### src/rtl/afg_pkg.sv
// Shared definitions for the function-generator shaping chain: waveform
// encodings, midscale/full-scale helpers and the quarter-wave sine entry generator.
package afg_pkg;

    typedef enum logic [1:0] {
        WAVE_SINE = 2'd0,
        WAVE_TRI  = 2'd1,
        WAVE_SAW  = 2'd2,
        WAVE_SQR  = 2'd3
    } wave_e;

    function automatic int mid_of(input int data_w);
        return 1 << (data_w - 1);
    endfunction

    function automatic int fs_of(input int data_w);
        return (1 << data_w) - 1;
    endfunction

    // round((MID-1) * sin(2*pi*(i+0.5)/2^addr_w)); only evaluated at elaboration.
    function automatic int sine_entry(input int i, input int addr_w, input int data_w);
        real x;
        real term;
        real sum;
        real scale;
        x     = 2.0 * 3.14159265358979323846 * (real'(i) + 0.5) / real'(1 << addr_w);
        term  = x;
        sum   = x;
        for (int k = 1; k < 14; k++) begin
            term = -term * x * x / real'((2 * k) * (2 * k + 1));
            sum  = sum + term;
        end
        scale = real'((1 << (data_w - 1)) - 1);
        return $rtoi(scale * sum + 0.5);
    endfunction

endpackage

### src/rtl/sine_quarter_rom.sv
// Combinational quarter-wave sine table; entries are fixed at elaboration
// from ADDR_W/DATA_W so the table tracks the parameters automatically.
module sine_quarter_rom
    import afg_pkg::*;
#(
    parameter int ADDR_W = 8,
    parameter int DATA_W = 10
) (
    input  logic [ADDR_W-3:0] idx,
    output logic [DATA_W-2:0] s
);

    localparam int DEPTH = 1 << (ADDR_W - 2);

    logic [DATA_W-2:0] rom_tbl [DEPTH];

    for (genvar i = 0; i < DEPTH; i++) begin : g_entry
        localparam logic [DATA_W-2:0] ENTRY = (DATA_W-1)'(sine_entry(i, ADDR_W, DATA_W));
        assign rom_tbl[i] = ENTRY;
    end

    assign s = rom_tbl[idx];

endmodule

### src/rtl/waveform_shaper.sv
// Phase-to-amplitude stage: truncated phase -> sine/triangle/saw/square sample,
// scaled about midscale, offset-binary output with per-period sync.
module waveform_shaper
    import afg_pkg::*;
#(
    parameter int PHASE_W = 16,
    parameter int ADDR_W  = 8,
    parameter int DATA_W  = 10
) (
    input  logic               Clock,
    input  logic               Reset,
    input  logic               EN,
    input  logic [PHASE_W-1:0] phase_in,
    input  logic               phase_vld,
    input  logic [1:0]         wave_sel,
    input  logic [7:0]         amp,
    input  logic [ADDR_W-1:0]  duty,
    output logic [DATA_W-1:0]  wave_out,
    output logic               wave_vld,
    output logic               sync_out
);

    // Valid-only stream, no backpressure: a sample is accepted on every edge
    // where EN && phase_vld; each stage carries a valid bit, and Reset or EN=0
    // clears all of them so nothing in flight ever reaches the output.

    localparam logic [DATA_W-1:0] MID    = DATA_W'(mid_of(DATA_W));
    localparam logic [DATA_W-1:0] MID_M1 = DATA_W'(mid_of(DATA_W) - 1);
    localparam logic [DATA_W-1:0] FS     = DATA_W'(fs_of(DATA_W));

    logic              flush;
    logic [ADDR_W-1:0] p_in;
    assign flush = Reset || !EN;
    assign p_in  = phase_in[PHASE_W-1 -: ADDR_W];

    // Stage 1: capture phase and controls together.
    logic              v1, wrap1, last_msb;
    logic [ADDR_W-1:0] p1, duty1;
    logic [7:0]        amp1;
    wave_e             sel1;

    always_ff @(posedge Clock) begin
        if (Reset) begin
            v1       <= 1'b0;
            last_msb <= 1'b0;
        end else if (!EN) begin
            v1 <= 1'b0;
        end else begin
            v1 <= phase_vld;
            if (phase_vld) begin
                p1       <= p_in;
                sel1     <= wave_e'(wave_sel);
                amp1     <= amp;
                duty1    <= duty;
                wrap1    <= last_msb & ~p_in[ADDR_W-1];
                last_msb <= p_in[ADDR_W-1];
            end
        end
    end

    // Stage 2: raw waveform value.
    logic [ADDR_W-2:0] tri_t;
    logic [ADDR_W-3:0] rom_idx;
    logic [DATA_W-2:0] rom_s;
    logic [DATA_W-1:0] sine_raw, raw_c;

    sine_quarter_rom #(.ADDR_W(ADDR_W), .DATA_W(DATA_W)) u_rom (
        .idx (rom_idx),
        .s   (rom_s)
    );

    always_comb begin
        tri_t    = p1[ADDR_W-1] ? ~p1[ADDR_W-2:0] : p1[ADDR_W-2:0];
        rom_idx  = p1[ADDR_W-2] ? ~p1[ADDR_W-3:0] : p1[ADDR_W-3:0];
        sine_raw = p1[ADDR_W-1] ? (MID_M1 - DATA_W'(rom_s)) : (MID + DATA_W'(rom_s));
        raw_c    = '0;
        case (sel1)
            WAVE_SAW: raw_c = DATA_W'(p1) << (DATA_W - ADDR_W);
            WAVE_TRI: raw_c = DATA_W'(tri_t) << (DATA_W - ADDR_W + 1);
            WAVE_SQR: raw_c = (p1 < duty1) ? FS : '0;
            default:  raw_c = sine_raw;
        endcase
    end

    logic              v2, wrap2;
    logic [DATA_W-1:0] raw2;
    logic [7:0]        amp2;

    always_ff @(posedge Clock) begin
        if (flush) begin
            v2 <= 1'b0;
        end else begin
            v2 <= v1;
            if (v1) begin
                raw2  <= raw_c;
                amp2  <= amp1;
                wrap2 <= wrap1;
            end
        end
    end

    // Stage 3: signed deviation from midscale times (amp+1).
    logic        [DATA_W:0]    d;
    logic        [9:0]         gain;
    logic signed [DATA_W+10:0] d_x, g_x, prod_c, prod3, shifted;
    logic        [DATA_W-1:0]  out_c;
    logic                      v3, wrap3;

    always_comb begin
        d       = {1'b0, raw2} - {1'b0, MID};
        gain    = {2'b00, amp2} + 10'd1;
        d_x     = (DATA_W+11)'($signed(d));
        g_x     = (DATA_W+11)'($signed(gain));
        prod_c  = d_x * g_x;
        shifted = prod3 >>> 8;
        out_c   = shifted[DATA_W-1:0] + MID;
    end

    always_ff @(posedge Clock) begin
        if (flush) begin
            v3 <= 1'b0;
        end else begin
            v3 <= v2;
            if (v2) begin
                prod3 <= prod_c;
                wrap3 <= wrap2;
            end
        end
    end

    always_ff @(posedge Clock) begin
        if (flush) begin
            wave_out <= MID;
            wave_vld <= 1'b0;
            sync_out <= 1'b0;
        end else begin
            wave_vld <= v3;
            sync_out <= v3 & wrap3;
            if (v3) wave_out <= out_c;
        end
    end

    logic unused_bits;
    assign unused_bits = ^{phase_in, shifted};

endmodule
### config.mk
export PLATFORM = sky130hd
export DESIGN_NAME = waveform_shaper
export DESIGN_NICKNAME = d
export VERILOG_FILES = /design/src/rtl/afg_pkg.sv /design/src/rtl/sine_quarter_rom.sv /design/src/rtl/waveform_shaper.sv
export SDC_FILE = /design/constraint.sdc
export NUM_CORES = 1
export LEC_CHECK = 0
export BUFFER_PORTS_ARGS = -buffer_cell sky130_fd_sc_hd__buf_2
export CORE_MARGIN = 4
export CORE_UTILIZATION = 40
export CTS_BUF_LIST = sky130_fd_sc_hd__clkbuf_4 sky130_fd_sc_hd__clkbuf_8
export CTS_CLUSTER_DIAMETER = 40
export DETAILED_ROUTE_END_ITERATION = 8
export SLEW_MARGIN = 20
export SYNTH_ARGS = -nofsm -noshare
export SYNTH_HDL_FRONTEND = slang
export SYNTH_SLANG_ARGS = --single-unit
### constraint.sdc
create_clock -name Clock -period 6.85 [get_ports Clock]
set_clock_uncertainty 0.2 [all_clocks]
set_input_delay 1.37 -clock Clock [delete_from_list [all_inputs] [get_ports Clock]]
set_output_delay 1.37 -clock Clock [all_outputs]
set_load 0.03 [all_outputs]
==> summary.txt <==
Timing
  – Final setup margin: 0.493 ns
  – RSZ-0062 raised after global routing: false
  – # setup viols final: 0
  – Setup TNS: 0 ns
  – Max Slew Vio Count: 0
  – Crit share post-route: 0.928
  – Slew @ Worst Pin: 1.00 ns
  – Slew headroom: 0.328
  – Hold Vio Cnt, Final: 0
  – Min Clock Period, post-route: 6.36 ns
  – F_max: 0.157 GHz

CTS
  – Root Buffer: clkbuf_8
  – Num CTS Buffers: 9
  – CTS tree: done
  – Clock Latency Late Sink: 0.36 ns
  – H-tree depth: 3
  – Maximum root-to-sink buffer count: 2
  – Post-CTS setup buffers: 0
  – Post-CTS sizing: 0
  – Worst-path clk slew: 0.08 ns
  – CTS Sinks: 73
  – CTS Hold Bufs: 0

Synth
  – Cells after Synth: 762
  – Flops & latches, synth: 73
  – Yosys top cell by area: edfxtp_1
  – EDFF count, synth: 57
  – Syn Nets: 927
  – Area contributors post-synth: edfxtp_1 23%, fa_1 19%, ha_1 9.2%
  – Yosys synthesis warning count: 0
  – Simple-gate portion of the synthesized area: 0.170
  – Largest family of logic cells by synthesized area: adder cells
  – Post-synthesis async set-or-reset flop share: 0
  – Share of the synthesized area in the top cell type: 0.230
  – Synth cell types: 73
  – Ys flop type: edfxtp_1
  – Post-Syn Area: 7450 um2
  – Post-synthesis xor/xnor area fraction: 0.0527
  – Synth Area in Compound Gates: 0.107
  – Multiplexer share of the synthesized area: 0.0279
  – Sequential-to-total area share from yosys stat: 0.273
  – Mapped Avg Cell Area: 9.78 um2
  – Synth Area in Adders: 0.286

Power
  – Int Power: 0.000780 W
  – Combinational power share: 0.190
  – Lkg Pwr: 3.48 nW
  – Pwr/cell area: 135 nW/um2
  – Switch share: 0.278
  – Switching Power: 0.000301 W
  – Sequential share of power: 0.461
  – Worst vdd ir: 0.113 mV
  – Clock share of power: 0.349

Floorplanning
  – Initial Utilization: 0.411
  – Die Y: 144 um
  – Rows: 49
  – I/O pin total: 50
  – Total die area: 20900 um2
  – Width of the die: 144 um
  – Core Footprint: 18100 um2

Hold path
  – Worst hold path class: register to register
  – Hold EP: amp2[2]$_DFFE_PP_
  – Hold-critical path depth: 0
  – Worst hold start: amp1[2]$_DFFE_PP_

Routing
  – DRT antenna net count: 0
  – DR DRC count: 0
  – Initial drt markers: 327
  – DRT Pass-1 Iters: 6
  – Post-Route WL: 15.0 mm
  – Vias post-DR: 5304
  – Vias per inst: 5.19
  – Wirelength per Cell: 14.7 um

Setup path
  – Slowest stage delay, CP: 0.64 ns
  – CP dominant cell by count: fa_1
  – Worst-path fanout max: 10
  – Critical path launch point type: register
  – Critical path's slowest cell: xnor2_1
  – R2R depth: 18
  – Crit path capture type: register
  – Crit path DAT: 6.27 ns
  – Worst Path Class, Setup: register to register
  – Worst-path cell chain: ha_1, nand3_1, xnor2_1, nand2b_1, inv_1, fa_1, inv_1, fa_1, fa_1, fa_1, inv_1, fa_1, ha_1, inv_1, or4_1, o22ai_1, o221ai_1, xnor2_1
  – Req. time, crit path: 6.76 ns
  – RR Endpoint: prod3[17]$_DFFE_PP_
  – Reg2Reg Launch Point: amp2[1]$_DFFE_PP_
  – R2R Setup Slk: 0.49 ns

Place
  – Routability cong.: 0.873
  – HPWL Detailed: 11.5 mm
  – Number of port buffers: 41
  – Pre-CTS WS: 0.459 ns

Cells and area
  – Util after Layout: 0.443
  – Most frequent cells in the layout: 108 x inv_1, 72 x fa_1, 58 x nand2_1
  – Most common cell after layout, fill and taps aside: inv_1
  – Nets@finish: 952
  – Ant diodes: 0
  – Layout cell share with drive strength beyond 1: 0.114
  – Area grow syn2layout: 7.84%

Global route
  – First-pass GRT wire length: 25.5 mm
  – Number of global-route vias before repair: 5184
  – Total track usage: 0.152
  – Largest net degree at the start of global routing: 39
  – Congestion Overflow GR: 0
  – Initial antenna violation count: 0

Status
  – Outcome: finished clean

Flow run
  – Max-cap viol count: 0
==> worst max-delay path by stage <==
stage | from | endpoint | slack, ns | depth (start not counted)
CTS | amp2[1]$_DFFE_PP_ | prod3[17]$_DFFE_PP_ | 0.42 | 18
finish | amp2[1]$_DFFE_PP_ | prod3[17]$_DFFE_PP_ | 0.49 | 18
global placement | amp2[1]$_DFFE_PP_ | prod3[17]$_DFFE_PP_ | 0.49 | 18
detailed placement | amp2[1]$_DFFE_PP_ | prod3[17]$_DFFE_PP_ | 0.46 | 18
global route | amp2[2]$_DFFE_PP_ | prod3[17]$_DFFE_PP_ | 0.1 | 18
floorplan | amp2[0]$_DFFE_PP_ | prod3[17]$_DFFE_PP_ | 0.92 | 17
==> stage by stage <==
step | cell area, um2 | total power (W) | hold slack (ns) | instances
5_1_grt | 8030 | 0.00115 | 0.220 | 1021
3_3_place_gp | 7820 | 0.000712 | 0.202 | 1005
6_report | 8030 | 0.00108 | 0.215 | 1021
2_1_floorplan | 7450 | 0.000667 | 0.200 | 762
4_1_cts | 8030 | 0.00110 | 0.216 | 1021
3_5_place_dp | 7820 | 0.000713 | 0.205 | 1005
==> power groups by stage <==
stage	combinational [W]	clock (W)	sequential (W)
2_1_floorplan	0.000164	0	0.000503
3_5_place_dp	0.000204	0	0.000509
6_report	0.000206	0.000377	0.000498
5_1_grt	0.000232	0.000414	0.000500
3_3_place_gp	0.000204	0	0.000509
4_1_cts	0.000206	0.000393	0.000498
==> layer usage <==
layer	GRT usage	part of all wire	vias up	routed length (um)
li1	-	-	2612	-
met5	0	0	-	0
met3	0.0268	0.044	22	653
met4	0.0447	0.019	0	288
met2	0.262	0.49	109	7350
met1	0.196	0.45	2561	6720
==> cells by family after synthesis <==
logic type               after synthesis
XOR/XNOR                              41
AO/OA/AOI/OAI                        118
adder cells (fa/ha/maj)              127
multiplexers                          18
AND/OR/NAND/NOR                      237
flip-flops                            73
buffers and inverters                148
==> registers in the layout (all words and copies together), names as in the netlist, 2 cells and up <==
name and count:
p1 8, raw2 10, sel1 2, wave_out 10, prod3 10, amp1 8, duty1 8, amp2 8
==> final cells by class <==
cell class / count / area [um2]
Timing Repair Buffer: 51 / 280
Inverter: 111 / 419
Clock buffer: 9 / 124
Multi-Input combinational cell: 541 / 4800
Fill cell: 1786 / 10100
Tap cell: 229 / 287
Clock inverter: 7 / 93.8
Sequential cell: 73 / 2030
==> critical path: cells and delay by family (launching register included) <==
| family | cells | cell delay [ns] |
|---|---|---|
| buffers and inverters | 4 | 0.33 |
| XOR/XNOR | 2 | 0.80 |
| flip-flops | 1 | 0.41 |
| adder cells (fa/ha/maj) | 7 | 2.96 |
| AND/OR/NAND/NOR | 3 | 0.93 |
| AO/OA/AOI/OAI | 2 | 0.49 |
==> synthesized netlist by cell type (8+ instances only) <==
cell type	n
xnor2_1	29
dfxtp_1	16
a31oi_1	8
a21oi_1	28
inv_1	108
nor2_1	32
mux2i_1	14
o21ai_0	19
nor2b_1	22
fa_1	72
buf_2	10
xor2_1	9
nand2_1	58
ha_1	55
and2_1	39
edfxtp_1	57
nand3_1	19
clkbuf_1	16
nand2b_1	20
Power figures use the tool's default switching activity.
